### src/rtl/oled_frame_streamer_if.sv
// Panel-side bundle for oled_frame_streamer: the SPI pins, the panel reset,
// the frame-buffer fetch bus and the end-of-frame strobe.
// The master modport is the streamer; the slave modport is the panel/frame-buffer side.
interface oled_frame_streamer_if;
    logic [9:0] pixelAddress;
    logic [7:0] pixelData;
    logic       sclk;
    logic       sdin;
    logic       cs;
    logic       dc;
    logic       oledReset;
    logic       frameDone;

    modport master (
        output pixelAddress, sclk, sdin, cs, dc, oledReset, frameDone,
        input  pixelData
    );

    modport slave (
        input  pixelAddress, sclk, sdin, cs, dc, oledReset, frameDone,
        output pixelData
    );
endinterface

### src/rtl/oled_frame_streamer.sv
// oled_frame_streamer: powers up a 128x64 SSD1306-style panel, sends the
// fixed 15-byte init sequence, then streams the 1024-byte page-mode frame
// over mode-0 SPI (MSB first).
// Optional macro OLED_CONTINUOUS_REFRESH_EN: when defined, frames repeat
// forever; when undefined, the streamer parks in IDLE after one frame.
module oled_frame_streamer #(
    parameter logic [31:0] STARTUP_WAIT = 32'd10000000,
    parameter logic [7:0]  SCLK_DIV     = 8'd1
) (
    input  logic                  clk,
    input  logic                  resetn,
    oled_frame_streamer_if.master oled
);

    typedef enum logic [2:0] {
        POWER_HIGH,
        POWER_LOW,
        POWER_WAIT,
        LOAD_CMD,
        LOAD_DATA,
        SEND,
        NEXT,
        IDLE
    } state_t;

    state_t      state, stateNext;
    logic        runEn;
    logic [31:0] powerCnt, powerCntNext;
    logic [3:0]  cmdIdx, cmdIdxNext;
    logic [9:0]  pixelAddr, pixelAddrNext;
    logic [7:0]  shiftReg, shiftNext;
    logic [2:0]  bitCnt, bitCntNext;
    logic [7:0]  divCnt, divCntNext;
    logic        sclkReg, sclkNext;
    logic        dcReg, dcNext;
    logic        loadPhase, loadPhaseNext;

    function automatic logic [7:0] cmdRom(input logic [3:0] idx);
        case (idx)
            4'd0:    cmdRom = 8'hAE;  // display off
            4'd1:    cmdRom = 8'hD5;  // clock divide
            4'd2:    cmdRom = 8'h80;
            4'd3:    cmdRom = 8'hA8;  // multiplex ratio
            4'd4:    cmdRom = 8'h3F;
            4'd5:    cmdRom = 8'hD3;  // display offset
            4'd6:    cmdRom = 8'h00;
            4'd7:    cmdRom = 8'h40;  // start line 0
            4'd8:    cmdRom = 8'h8D;  // charge pump
            4'd9:    cmdRom = 8'h14;
            4'd10:   cmdRom = 8'h20;  // addressing mode
            4'd11:   cmdRom = 8'h00;
            4'd12:   cmdRom = 8'hA1;  // segment remap
            4'd13:   cmdRom = 8'hC8;  // COM scan direction
            4'd14:   cmdRom = 8'hAF;  // display on
            default: cmdRom = 8'h00;
        endcase
    endfunction

    // Reset release synchroniser: assertion is immediate, release reaches the
    // FSM one edge later so the first advance happens on the 2nd posedge.
    always_ff @(posedge clk or negedge resetn) begin
        if (!resetn) runEn <= 1'b0;
        else         runEn <= 1'b1;
    end

    // State and datapath registers, all cleared asynchronously so a reset
    // mid-byte drops sclk/cs immediately with no partial edge.
    always_ff @(posedge clk or negedge resetn) begin
        if (!resetn) begin
            state     <= POWER_HIGH;
            powerCnt  <= '0;
            cmdIdx    <= '0;
            pixelAddr <= '0;
            shiftReg  <= '0;
            bitCnt    <= '0;
            divCnt    <= '0;
            sclkReg   <= 1'b0;
            dcReg     <= 1'b0;
            loadPhase <= 1'b0;
        end else begin
            state     <= stateNext;
            powerCnt  <= powerCntNext;
            cmdIdx    <= cmdIdxNext;
            pixelAddr <= pixelAddrNext;
            shiftReg  <= shiftNext;
            bitCnt    <= bitCntNext;
            divCnt    <= divCntNext;
            sclkReg   <= sclkNext;
            dcReg     <= dcNext;
            loadPhase <= loadPhaseNext;
        end
    end

    // Next-state and datapath updates for power-up, init commands and frame streaming.
    always_comb begin
        stateNext     = state;
        powerCntNext  = powerCnt;
        cmdIdxNext    = cmdIdx;
        pixelAddrNext = pixelAddr;
        shiftNext     = shiftReg;
        bitCntNext    = bitCnt;
        divCntNext    = divCnt;
        sclkNext      = sclkReg;
        dcNext        = dcReg;
        loadPhaseNext = loadPhase;
        if (runEn) begin
            case (state)
                POWER_HIGH, POWER_LOW, POWER_WAIT: begin
                    if (powerCnt == STARTUP_WAIT - 32'd1) begin
                        powerCntNext = '0;
                        if (state == POWER_HIGH)     stateNext = POWER_LOW;
                        else if (state == POWER_LOW) stateNext = POWER_WAIT;
                        else                         stateNext = LOAD_CMD;
                    end else begin
                        powerCntNext = powerCnt + 32'd1;
                    end
                end
                LOAD_CMD: begin
                    shiftNext  = cmdRom(cmdIdx);
                    bitCntNext = '0;
                    divCntNext = '0;
                    stateNext  = SEND;
                end
                LOAD_DATA: begin
                    // First clk presents the address; the registered source
                    // answers one clk later, so capture on the second.
                    if (!loadPhase) begin
                        loadPhaseNext = 1'b1;
                    end else begin
                        loadPhaseNext = 1'b0;
                        shiftNext     = oled.pixelData;
                        bitCntNext    = '0;
                        divCntNext    = '0;
                        stateNext     = SEND;
                    end
                end
                SEND: begin
                    if (divCnt == SCLK_DIV - 8'd1) begin
                        divCntNext = '0;
                        if (!sclkReg) begin
                            sclkNext = 1'b1;
                        end else begin
                            // Shift on the falling edge so sdin only moves while sclk is low.
                            sclkNext   = 1'b0;
                            shiftNext  = {shiftReg[6:0], 1'b0};
                            bitCntNext = bitCnt + 3'd1;
                            if (bitCnt == 3'd7) stateNext = NEXT;
                        end
                    end else begin
                        divCntNext = divCnt + 8'd1;
                    end
                end
                NEXT: begin
                    if (!dcReg) begin
                        if (cmdIdx == 4'd14) begin
                            dcNext        = 1'b1;
                            pixelAddrNext = '0;
                            stateNext     = LOAD_DATA;
                        end else begin
                            cmdIdxNext = cmdIdx + 4'd1;
                            stateNext  = LOAD_CMD;
                        end
                    end else if (pixelAddr == 10'd1023) begin
                        pixelAddrNext = '0;
`ifdef OLED_CONTINUOUS_REFRESH_EN
                        stateNext = LOAD_DATA;
`else
                        stateNext = IDLE;
`endif
                    end else begin
                        pixelAddrNext = pixelAddr + 10'd1;
                        stateNext     = LOAD_DATA;
                    end
                end
                IDLE: begin
                    stateNext = IDLE;
                end
                default: begin
                    stateNext = POWER_HIGH;
                end
            endcase
        end
    end

    // cs is low from byte load through the last sclk fall; high only in
    // power-up, the 1-clk NEXT gap and IDLE.
    assign oled.cs           = !((state == LOAD_CMD) || (state == LOAD_DATA) || (state == SEND));
    assign oled.sclk         = sclkReg;
    assign oled.sdin         = shiftReg[7];
    assign oled.dc           = dcReg;
    assign oled.oledReset    = (state != POWER_LOW);
    assign oled.pixelAddress = pixelAddr;
    assign oled.frameDone    = (state == NEXT) && dcReg && (pixelAddr == 10'd1023);

endmodule

### src/flat_wrapper.sv
// flat-port wrapper written by rule: the top's interface ports become plain ports
module oled_frame_streamer_flat 
#(
    parameter logic [31:0] STARTUP_WAIT = 32'd10000000,
    parameter logic [7:0]  SCLK_DIV     = 8'd1
)
  (clk, resetn, oled_pixelAddress, oled_sclk, oled_sdin, oled_cs, oled_dc, oled_oledReset, oled_frameDone, oled_pixelData);
  oled_frame_streamer_if oled_i ();
  input  logic clk;
  input  logic resetn;
  output wire logic [$bits(oled_i.pixelAddress)-1:0] oled_pixelAddress;
  output wire logic [$bits(oled_i.sclk)-1:0] oled_sclk;
  output wire logic [$bits(oled_i.sdin)-1:0] oled_sdin;
  output wire logic [$bits(oled_i.cs)-1:0] oled_cs;
  output wire logic [$bits(oled_i.dc)-1:0] oled_dc;
  output wire logic [$bits(oled_i.oledReset)-1:0] oled_oledReset;
  output wire logic [$bits(oled_i.frameDone)-1:0] oled_frameDone;
  input wire logic [$bits(oled_i.pixelData)-1:0] oled_pixelData;
  assign oled_pixelAddress = oled_i.pixelAddress;
  assign oled_sclk = oled_i.sclk;
  assign oled_sdin = oled_i.sdin;
  assign oled_cs = oled_i.cs;
  assign oled_dc = oled_i.dc;
  assign oled_oledReset = oled_i.oledReset;
  assign oled_frameDone = oled_i.frameDone;
  assign oled_i.pixelData = oled_pixelData;
  oled_frame_streamer #(.STARTUP_WAIT(STARTUP_WAIT), .SCLK_DIV(SCLK_DIV)) u_core (.clk(clk), .resetn(resetn), .oled(oled_i));
endmodule
### config.mk
export PLATFORM = sky130hd
export DESIGN_NAME = oled_frame_streamer_flat
export DESIGN_NICKNAME = d
export VERILOG_FILES = /design/src/rtl/oled_frame_streamer_if.sv /design/src/rtl/oled_frame_streamer.sv /design/src/flat_wrapper.sv
export SDC_FILE = /design/constraint.sdc
export NUM_CORES = 1
export LEC_CHECK = 0
export CAP_MARGIN = 20
export CORE_ASPECT_RATIO = 1.5
export CORE_MARGIN = 8
export CORE_UTILIZATION = 30
export DETAILED_ROUTE_END_ITERATION = 8
export HOLD_SLACK_MARGIN = 0.06
export PLACE_DENSITY_LB_ADDON = 0.05
export SYNTH_ARGS = -nofsm -noshare
export SYNTH_HDL_FRONTEND = slang
export SYNTH_SLANG_ARGS = --single-unit
### constraint.sdc
create_clock -name clk -period 2.3 [get_ports clk]
set_input_delay 0.345 -clock clk [delete_from_list [all_inputs] [get_ports clk]]
set_output_delay 0.345 -clock clk [all_outputs]
set_load 0.05 [all_outputs]
Word-level counts from Yosys, hierarchy flattened

Memory sizes are Yosys's and may differ from the RTL's.
Index checks and enable logic that the tools add are counted.

Register bits: 72
Memories: 1
Word-level logic and storage cells: 85
Output and inout port bits: 16
ROM bits: 128

Muxes and demuxes: 30
Add/sub/neg operators: 5
Reductions and logical operators: 19
Equality and inequality tests: 17
Bitwise operators: 2

Memories:

| memory           | depth | width | read ports | clocked after Yosys merged registers in | write ports | RTL line                  | source |
|---|---|---|---|---|---|---|---|
| (name not given) | 16    | 8     | 1          | 0                                       | 0           | oled_frame_streamer.sv:39 | `case (idx)` |

Operators by type and width:

| operator                | number |
|---|---|
| $pmux W8 S3             | 2 |
| $mux W8                 | 5 |
| $mux W3                 | 11 |
| $add A32 B1 Y32 const B | 1 |
| $eq A32 B24 Y1 const B  | 1 |
| $mux W32                | 1 |
| $mux W10                | 3 |
| $pmux W3 S6             | 1 |
| $eq A3 B3 Y1 const B    | 5 |
| $add A10 B1 Y10 const B | 1 |
| $eq A10 B10 Y1 const B  | 1 |
| $ne A2 B1 Y1 const B    | 5 |
| $pmux W3 S3             | 1 |
| $reduce_and A3 Y1       | 3 |
| $add A8 B1 Y8 const B   | 1 |
| $logic_not A8 Y1        | 1 |
| $eq A3 B2 Y1 const B    | 2 |
| $reduce_and A2 Y1       | 3 |
| $reduce_and A6 Y1       | 1 |
| $mux W1                 | 5 |
| $reduce_and A5 Y1       | 1 |
| $add A4 B1 Y4 const B   | 1 |
| $eq A4 B4 Y1 const B    | 1 |
| $reduce_and A4 Y1       | 1 |
| 12 further kinds        | 15 |

Longest topological paths before layout

Gate-level depths: netlist (run 1).

Depth after elaboration: 5
Mapped depth: 8
Gate-level depth less buffers: 7

Least setup slack after synthesis (run 1)

Ideal clock, no wire load.

Path type: reg-to-output
Start: register u_core.pixelAddr[0] (netlist: u_core.oled.pixelAddress[0])
End: output oled_frameDone
Path buffers: 0
Path slack: -344 ps
Required time: 1955 ps
Data arrival time: 2299 ps
Cell stages (with the launch flop): 5
Path through: dfrtp_1 > ha_1 > nand3_1 > or4_1 > nor2_1

Cells in the longest elaborated chain, start to end: 2

RTL lines:

| what                   | RTL line                   | source |
|---|---|---|
| start, declared        | oled_frame_streamer.sv:30  | `logic [9:0] pixelAddr, pixelAddrNext;` |
| start signal, assigned | oled_frame_streamer.sv:84  | `pixelAddr <= pixelAddrNext;` |
| $eq A10 B10 Y1         | oled_frame_streamer.sv:193 | `assign oled.frameDone = (state == NEXT) && dcReg && (pixelAddr == 10'd1023);` |
| $logic_and A1 B1 Y1    | oled_frame_streamer.sv:193 |  |
| end, declared          | flat_wrapper.sv:17         | `output wire logic [$bits(oled_i.frameDone)-1:0] oled_frameDone;` |

Every way passes these cells.

Worst setup path in the final report (run 1)

Start: register u_core.pixelAddr[6] (netlist: u_core.oled.pixelAddress[6])
End: output oled_frameDone

The elaborated chain is that of the path after synthesis.

==> results of run 1 <==
-- routing by layer --
layer	share of wire	vias up
met1	0.44	1513
li1	-	1552
met4	0.021	0
met2	0.51	42
met3	0.030	17
met5	0	-
-- cells in the mapped netlist (2+ instances only) --
cell	instances
clkbuf_1	11
xor2_1	14
mux2i_1	7
xnor2_1	22
nor4_4	2
nand2b_1	10
and2b_1	3
buf_6	2
nor4_1	5
nand4_1	10
a211oi_1	3
dfrtp_1	72
buf_2	2
o31ai_1	5
mux2_2	3
o21ai_0	34
or2_2	3
and4_1	2
nor2_1	35
nand2_1	48
a31oi_1	2
nand3_1	25
a21oi_1	8
o41ai_1	4
nor3_1	8
ha_1	11
a22o_1	2
and2_1	4
inv_1	10
nor2b_1	4
a21o_1	4
and3_1	10
o22ai_1	3
-- cell type report --
type,instances,area [um2]
fill,1301,8070
multi-input combinational,318,2060
sequential,72,1800
timing repair buffer,43,415
clock buffer,11,243
tap,159,199
clock inverter,5,128
inverter,10,37.5
-- timing repair --
item / in CTS / in global routing
hold buffers: 1 / 0
setup endpoints to repair: 1 / 2
pin swaps: 0 / 1
hold endpoints to repair: 35 / 0
gates resized for setup: 1 / 1
-- cell families (layout without fill, tap and decap cells) --
| family | count (synthesis) | count (layout) | synth area share |
|---|---|---|---|
| other | 1 | 1 | 0.000948 |
| adder cells (fa/ha/maj) | 11 | 11 | 0.0348 |
| buffers and inverters | 25 | 69 | 0.0281 |
| AO/OA/AOI/OAI | 78 | 78 | 0.132 |
| AND/OR/NAND/NOR | 182 | 182 | 0.243 |
| flip-flops | 72 | 72 | 0.455 |
| XOR/XNOR | 36 | 36 | 0.0797 |
| multiplexers | 10 | 10 | 0.0262 |
-- stage by stage --
step | util | worst slack, ps | hold WS (ps) | cells
3_5_place_dp | 0.347 | 84.2 | 366 | 601
4_1_cts | 0.377 | 24.2 | 482 | 618
6_report | 0.377 | 112 | 473 | 618
5_1_grt | 0.377 | 4.21 | 492 | 618
2_1_floorplan | - | 107 | 49.4 | 415
3_3_place_gp | 0.347 | 91.6 | 365 | 601
-- sequential cells by signal, indices dropped and copies added (netlist names) --
name                      count
u_core.state                  3
u_core.cmdIdx                 4
u_core.divCnt                 8
u_core.loadPhase              1
u_core.oled.dc                1
u_core.shiftReg               8
u_core.oled.sclk              1
u_core.bitCnt                 3
u_core.runEn                  1
u_core.powerCnt              32
u_core.oled.pixelAddress     10
-- critical path: stages (launching register included) --
cell and delay [ps]:
dfrtp_1 460, nand3_1 170, or4_4 580, nor2_4 150, buf_12 150
-- where the power goes --
part,switching (W),internal [W]
Combinational,0.0000713,0.0000638
Sequential,0.0000444,0.00131
Clock,0.000551,0.00120
Total,0.000667,0.00257
-- worst max path at each step --
stage	start	endpoint	cells past startpoint	slack, ps
after global routing	u_core.divCnt[0]	u_core.state[1]	7	4
after global placement	u_core.powerCnt[24]	u_core.state[1]	5	90
final	u_core.oled.pixelAddress[6]	oled_frameDone	4	110
after detailed placement	u_core.divCnt[0]	u_core.state[1]	7	80
after floorplan	u_core.oled.pixelAddress[4]	u_core.oled.pixelAddress[6]	5	110
after CTS	u_core.oled.pixelAddress[0]	oled_frameDone	5	20
==> flow_metrics.env, run 1 <==
export IMPL_clock_latency_ps=330
export IMPL_grt_ovfl_total=0
export IMPL_netlist_instances=415
export IMPL_hold_path_startpoint="u_core.powerCnt[31]"
export IMPL_ant_nets=0
export IMPL_track_usage=0.119
export IMPL_yosys_warnings=0
export IMPL_busiest_layer="met2"
export IMPL_grt_met1_usage=0.139
export IMPL_seq_area_frac_synth=0.455
export IMPL_synth_top_cell_area_share=0.455
export IMPL_clock_sinks=72
export IMPL_port_buffers=25
export IMPL_clock_tree_root_cell="clkbuf_16"
export IMPL_routed_wl_um=9470
export IMPL_grt_max_degree=38
export IMPL_clockBufferDepth=2
export IMPL_drc=0
export IMPL_num_antenna_cells=0
export IMPL_tns_ps=0
export IMPL_finalCriticalPeriod_ps=2190
export IMPL_die_w_um=110
export IMPL_area_delta_synth_final_pct=23.4
export IMPL_synth_edf_count=0
export IMPL_fin_skew_ps=4.19
export IMPL_drive_above_1_share=0.124
export IMPL_synth_nets=436
export IMPL_place_hpwl_um=6800
export IMPL_r2r_end="u_core.state[1]"
export IMPL_dieArea_um2=17200
export IMPL_yosys_area_top_type="dfrtp_1"
export IMPL_via_count=3124
export IMPL_timing_rr_start="u_core.divCnt[0]"
export IMPL_maxSlewHeadroom=0.656
export IMPL_critPathMaxFanout=7
export IMPL_gp_congestion=0.765
export IMPL_min_to="u_core.powerCnt[31]"
export IMPL_max_freq_mhz=457
export IMPL_placed_area_um2=4500
export IMPL_grt_pass1_wl_um=16000
export IMPL_end_kind="output pin"
export IMPL_crit_type="flop to output pin"
export IMPL_avgRoutedWirePerCell_um=15.3
export IMPL_setup_violations=0
export IMPL_r2r_setup_slack_ps=130
export IMPL_synth_async_reset_ratio=1.00
export IMPL_most_common_layout_cells="dfrtp_1 (70), nand2_1 (48), nor2_1 (34), o21ai_0 (34), nand3_1 (25)"
export IMPL_firstDrtPassIters=4
export IMPL_crit_path_start_kind="flop"
export IMPL_final_area_um2=4880
export IMPL_rr_worst_depth=7
export IMPL_finalCritPeriodShare=0.951
export IMPL_post_cts_setup_buffers=0
export IMPL_status="finished, final reports clean"
export IMPL_rsz0062_at_grt="no"
export IMPL_holdPathStages=1
export IMPL_ioPinCount=26
export IMPL_use_met2=0.203
export IMPL_crit_required_ps=1960
export IMPL_vias_per_cell=5.06
export IMPL_maxCapViolCount=0
export IMPL_nNetsFinal=475
export IMPL_htreeDepth=3
export IMPL_total_power_w=0.00324
export IMPL_final_common_cell="dfrtp_1"
export IMPL_arrival_ps=1840
export IMPL_hold_path_class="flop to flop"
export IMPL_start_util=0.306
export IMPL_tightest_slew_ps=516
export IMPL_cts_tree="built"
export IMPL_synth_cell_types=60
export IMPL_synth_area_per_cell_um2=9.54
export IMPL_coreArea_um2=13000
export IMPL_synth_ff_type="dfrtp_1"
export IMPL_p_per_area_nw_per_um2=664
export IMPL_clk_pin_slew_worst_paths_ps=60
export IMPL_cts_buffers=9
export IMPL_use_met3=0.0222
export IMPL_synth_area_um2=3960
export IMPL_drv_slew=0
export IMPL_rows=51
export IMPL_hold_violations=0
export IMPL_die_y_um=157
export IMPL_synthTopCellsByArea="dfrtp_1 (46%), xnor2_1 (4.9%), nand2_1 (4.6%)"
export IMPL_p_leak_nw=2.09
export IMPL_antenna_found_initial=0
export IMPL_drtIter0Drc=70
export IMPL_synth_ff_latch_count=72
export IMPL_ir_drop_mv=0.315
export IMPL_grt_pass1_vias=3168
No activity file was read; power rests on OpenSTA's default activity.
==> run 2: changes to the inputs <==
CORE_ASPECT_RATIO = 1.2   (was 1.5)
==> run 2 against run 1 <==
  * Clock power shrank 15%
  * Non-clock buffer count grew 3
  * Clock skew grew 4.9 ps
  * Critical endpoint unchanged
  * Largest power group unchanged
  * Setup slack lost 29 ps
==> flow_metrics.env, run 2 (synthesis results as in run 1) <==
export IMPL_status="finished, final reports clean"
export IMPL_tns_ps=0
export IMPL_cts_tree="built"
export IMPL_critPathMaxFanout=8
export IMPL_start_util=0.303
export IMPL_via_count=3140
export IMPL_clk_pin_slew_worst_paths_ps=60
export IMPL_antenna_found_initial=0
export IMPL_drv_slew=0
export IMPL_tightest_slew_ps=566
export IMPL_die_y_um=142
export IMPL_port_buffers=25
export IMPL_rsz0062_at_grt="no"
export IMPL_routed_wl_um=9220
export IMPL_ir_drop_mv=0.265
export IMPL_htreeDepth=3
export IMPL_p_per_area_nw_per_um2=613
export IMPL_clock_tree_root_cell="clkbuf_16"
export IMPL_end_kind="output pin"
export IMPL_crit_required_ps=1960
export IMPL_drive_above_1_share=0.132
export IMPL_ioPinCount=26
export IMPL_grt_pass1_vias=3179
export IMPL_clockBufferDepth=2
export IMPL_num_fill_cells=1317
export IMPL_track_usage=0.117
export IMPL_drc=0
export IMPL_vias_per_cell=4.98
export IMPL_p_leak_nw=2.08
export IMPL_grt_ovfl_total=0
export IMPL_hold_violations=0
export IMPL_num_antenna_cells=0
export IMPL_clock_latency_ps=330
export IMPL_ant_nets=0
export IMPL_coreArea_um2=13100
export IMPL_hold_path_class="input port to asynchronous set/reset pin"
export IMPL_setup_violations=0
export IMPL_drtIter0Drc=123
export IMPL_regMostFlops="u_core.powerCnt"
export IMPL_max_freq_mhz=451
export IMPL_cts_buffers=9
export IMPL_finalCriticalPeriod_ps=2220
export IMPL_avgRoutedWirePerCell_um=14.6
export IMPL_most_common_layout_cells="dfrtp_1 (70), nand2_1 (48), nor2_1 (34), o21ai_0 (34), nand3_1 (25)"
export IMPL_place_hpwl_um=6620
export IMPL_grt_pass1_wl_um=16100
export IMPL_die_w_um=121
export IMPL_finalCritPeriodShare=0.964
export IMPL_rows=46
export IMPL_area_delta_synth_final_pct=23.0
export IMPL_dieArea_um2=17100
export IMPL_grt_max_degree=48
export IMPL_gp_congestion=0.760
export IMPL_arrival_ps=1870
export IMPL_nNetsFinal=478
export IMPL_firstDrtPassIters=4
export IMPL_crit_type="flop to output pin"
export IMPL_largest_reg_flops=32
export IMPL_maxSlewHeadroom=0.613
export IMPL_fin_skew_ps=9.09
export IMPL_maxCapViolCount=0
export IMPL_hold_slack_ps=475
export IMPL_clock_sinks=72
export IMPL_final_common_cell="dfrtp_1"
export IMPL_crit_path_start_kind="flop"
==> run 2: what timing repair did <==
item | 4_1_cts | 5_1_grt
hold buffers | 1 | 0
resized for setup | 1 | 3
hold endpoints to repair | 25 | 0
setup buffers | 0 | 1
pin swaps | 0 | 2
gates cloned | 0 | 0
setup endpoints to repair | 1 | 9
==> run 2: cell type report <==
type / instances / area [um2] / area share
flip-flops and latches: 72 / 1800 / 0.371
clock inverters: 6 / 83.8 / 0.0172
well taps: 168 / 210 / 0.0432
multi-input cells: 318 / 2080 / 0.427
inverters: 10 / 37.5 / 0.00771
clock buffers: 10 / 229 / 0.0471
repair buffers: 46 / 425 / 0.0874
==> run 2: where the power goes <==
group	switching [W]	internal (W)
logic	0.0000700	0.0000632
clock network	0.000547	0.000946
registers	0.0000458	0.00131
==> run 2: layer usage <==
metal | part of all wire | global-route usage | vias up
met5 | 0 | 0 | -
met4 | 0.016 | 0.0448 | 0
met3 | 0.034 | 0.0282 | 11
met2 | 0.48 | 0.188 | 47
met1 | 0.47 | 0.147 | 1524
li1 | - | - | 1558
==> run 2: critical path, cell delays in order (launching register included) <==
cell     delay (ps)
dfrtp_1         480
nand2_1         170
or4_4           610
nor2_4          140
buf_12          140
==> run 2: metrics by stage <==
stage | std cells | utilization | area [um2] | total power [W] | worst slack [ps]
floorplan | 415 | - | 3970 | 0.00145 | 107
global placement | 612 | 0.345 | 4510 | 0.00151 | 128
detailed placement | 612 | 0.345 | 4510 | 0.00152 | 91.7
CTS | 629 | 0.370 | 4840 | 0.00304 | 40.1
global route | 630 | 0.372 | 4870 | 0.00311 | 3.36
finish | 630 | 0.372 | 4870 | 0.00298 | 82.7
==> run 2: path summary, 6_finish.rpt <==
| check | start | endpoint | slack, ps | cells after the start |
|---|---|---|---|---|
| max | u_core.oled.pixelAddress[4] | oled_frameDone | 80 | 4 |
| min | resetn | u_core.oled.pixelAddress[5] | 480 | 2 |
| max reg2reg | u_core.powerCnt[24] | u_core.powerCnt[9] | 150 | 6 |
| min reg2reg | u_core.shiftReg[6] | u_core.shiftReg[6] | 480 | 1 |
| max in group asynchronous | resetn | u_core.powerCnt[2] | 1240 | 3 |
| min in group clk | u_core.shiftReg[6] | u_core.shiftReg[6] | 480 | 1 |
==> run 3: changes to the inputs <==
CTS_CLUSTER_SIZE = 10   (was default)
==> results of run 3 <==
The final DEF is identical to that of run 2; final timing and power are the same.
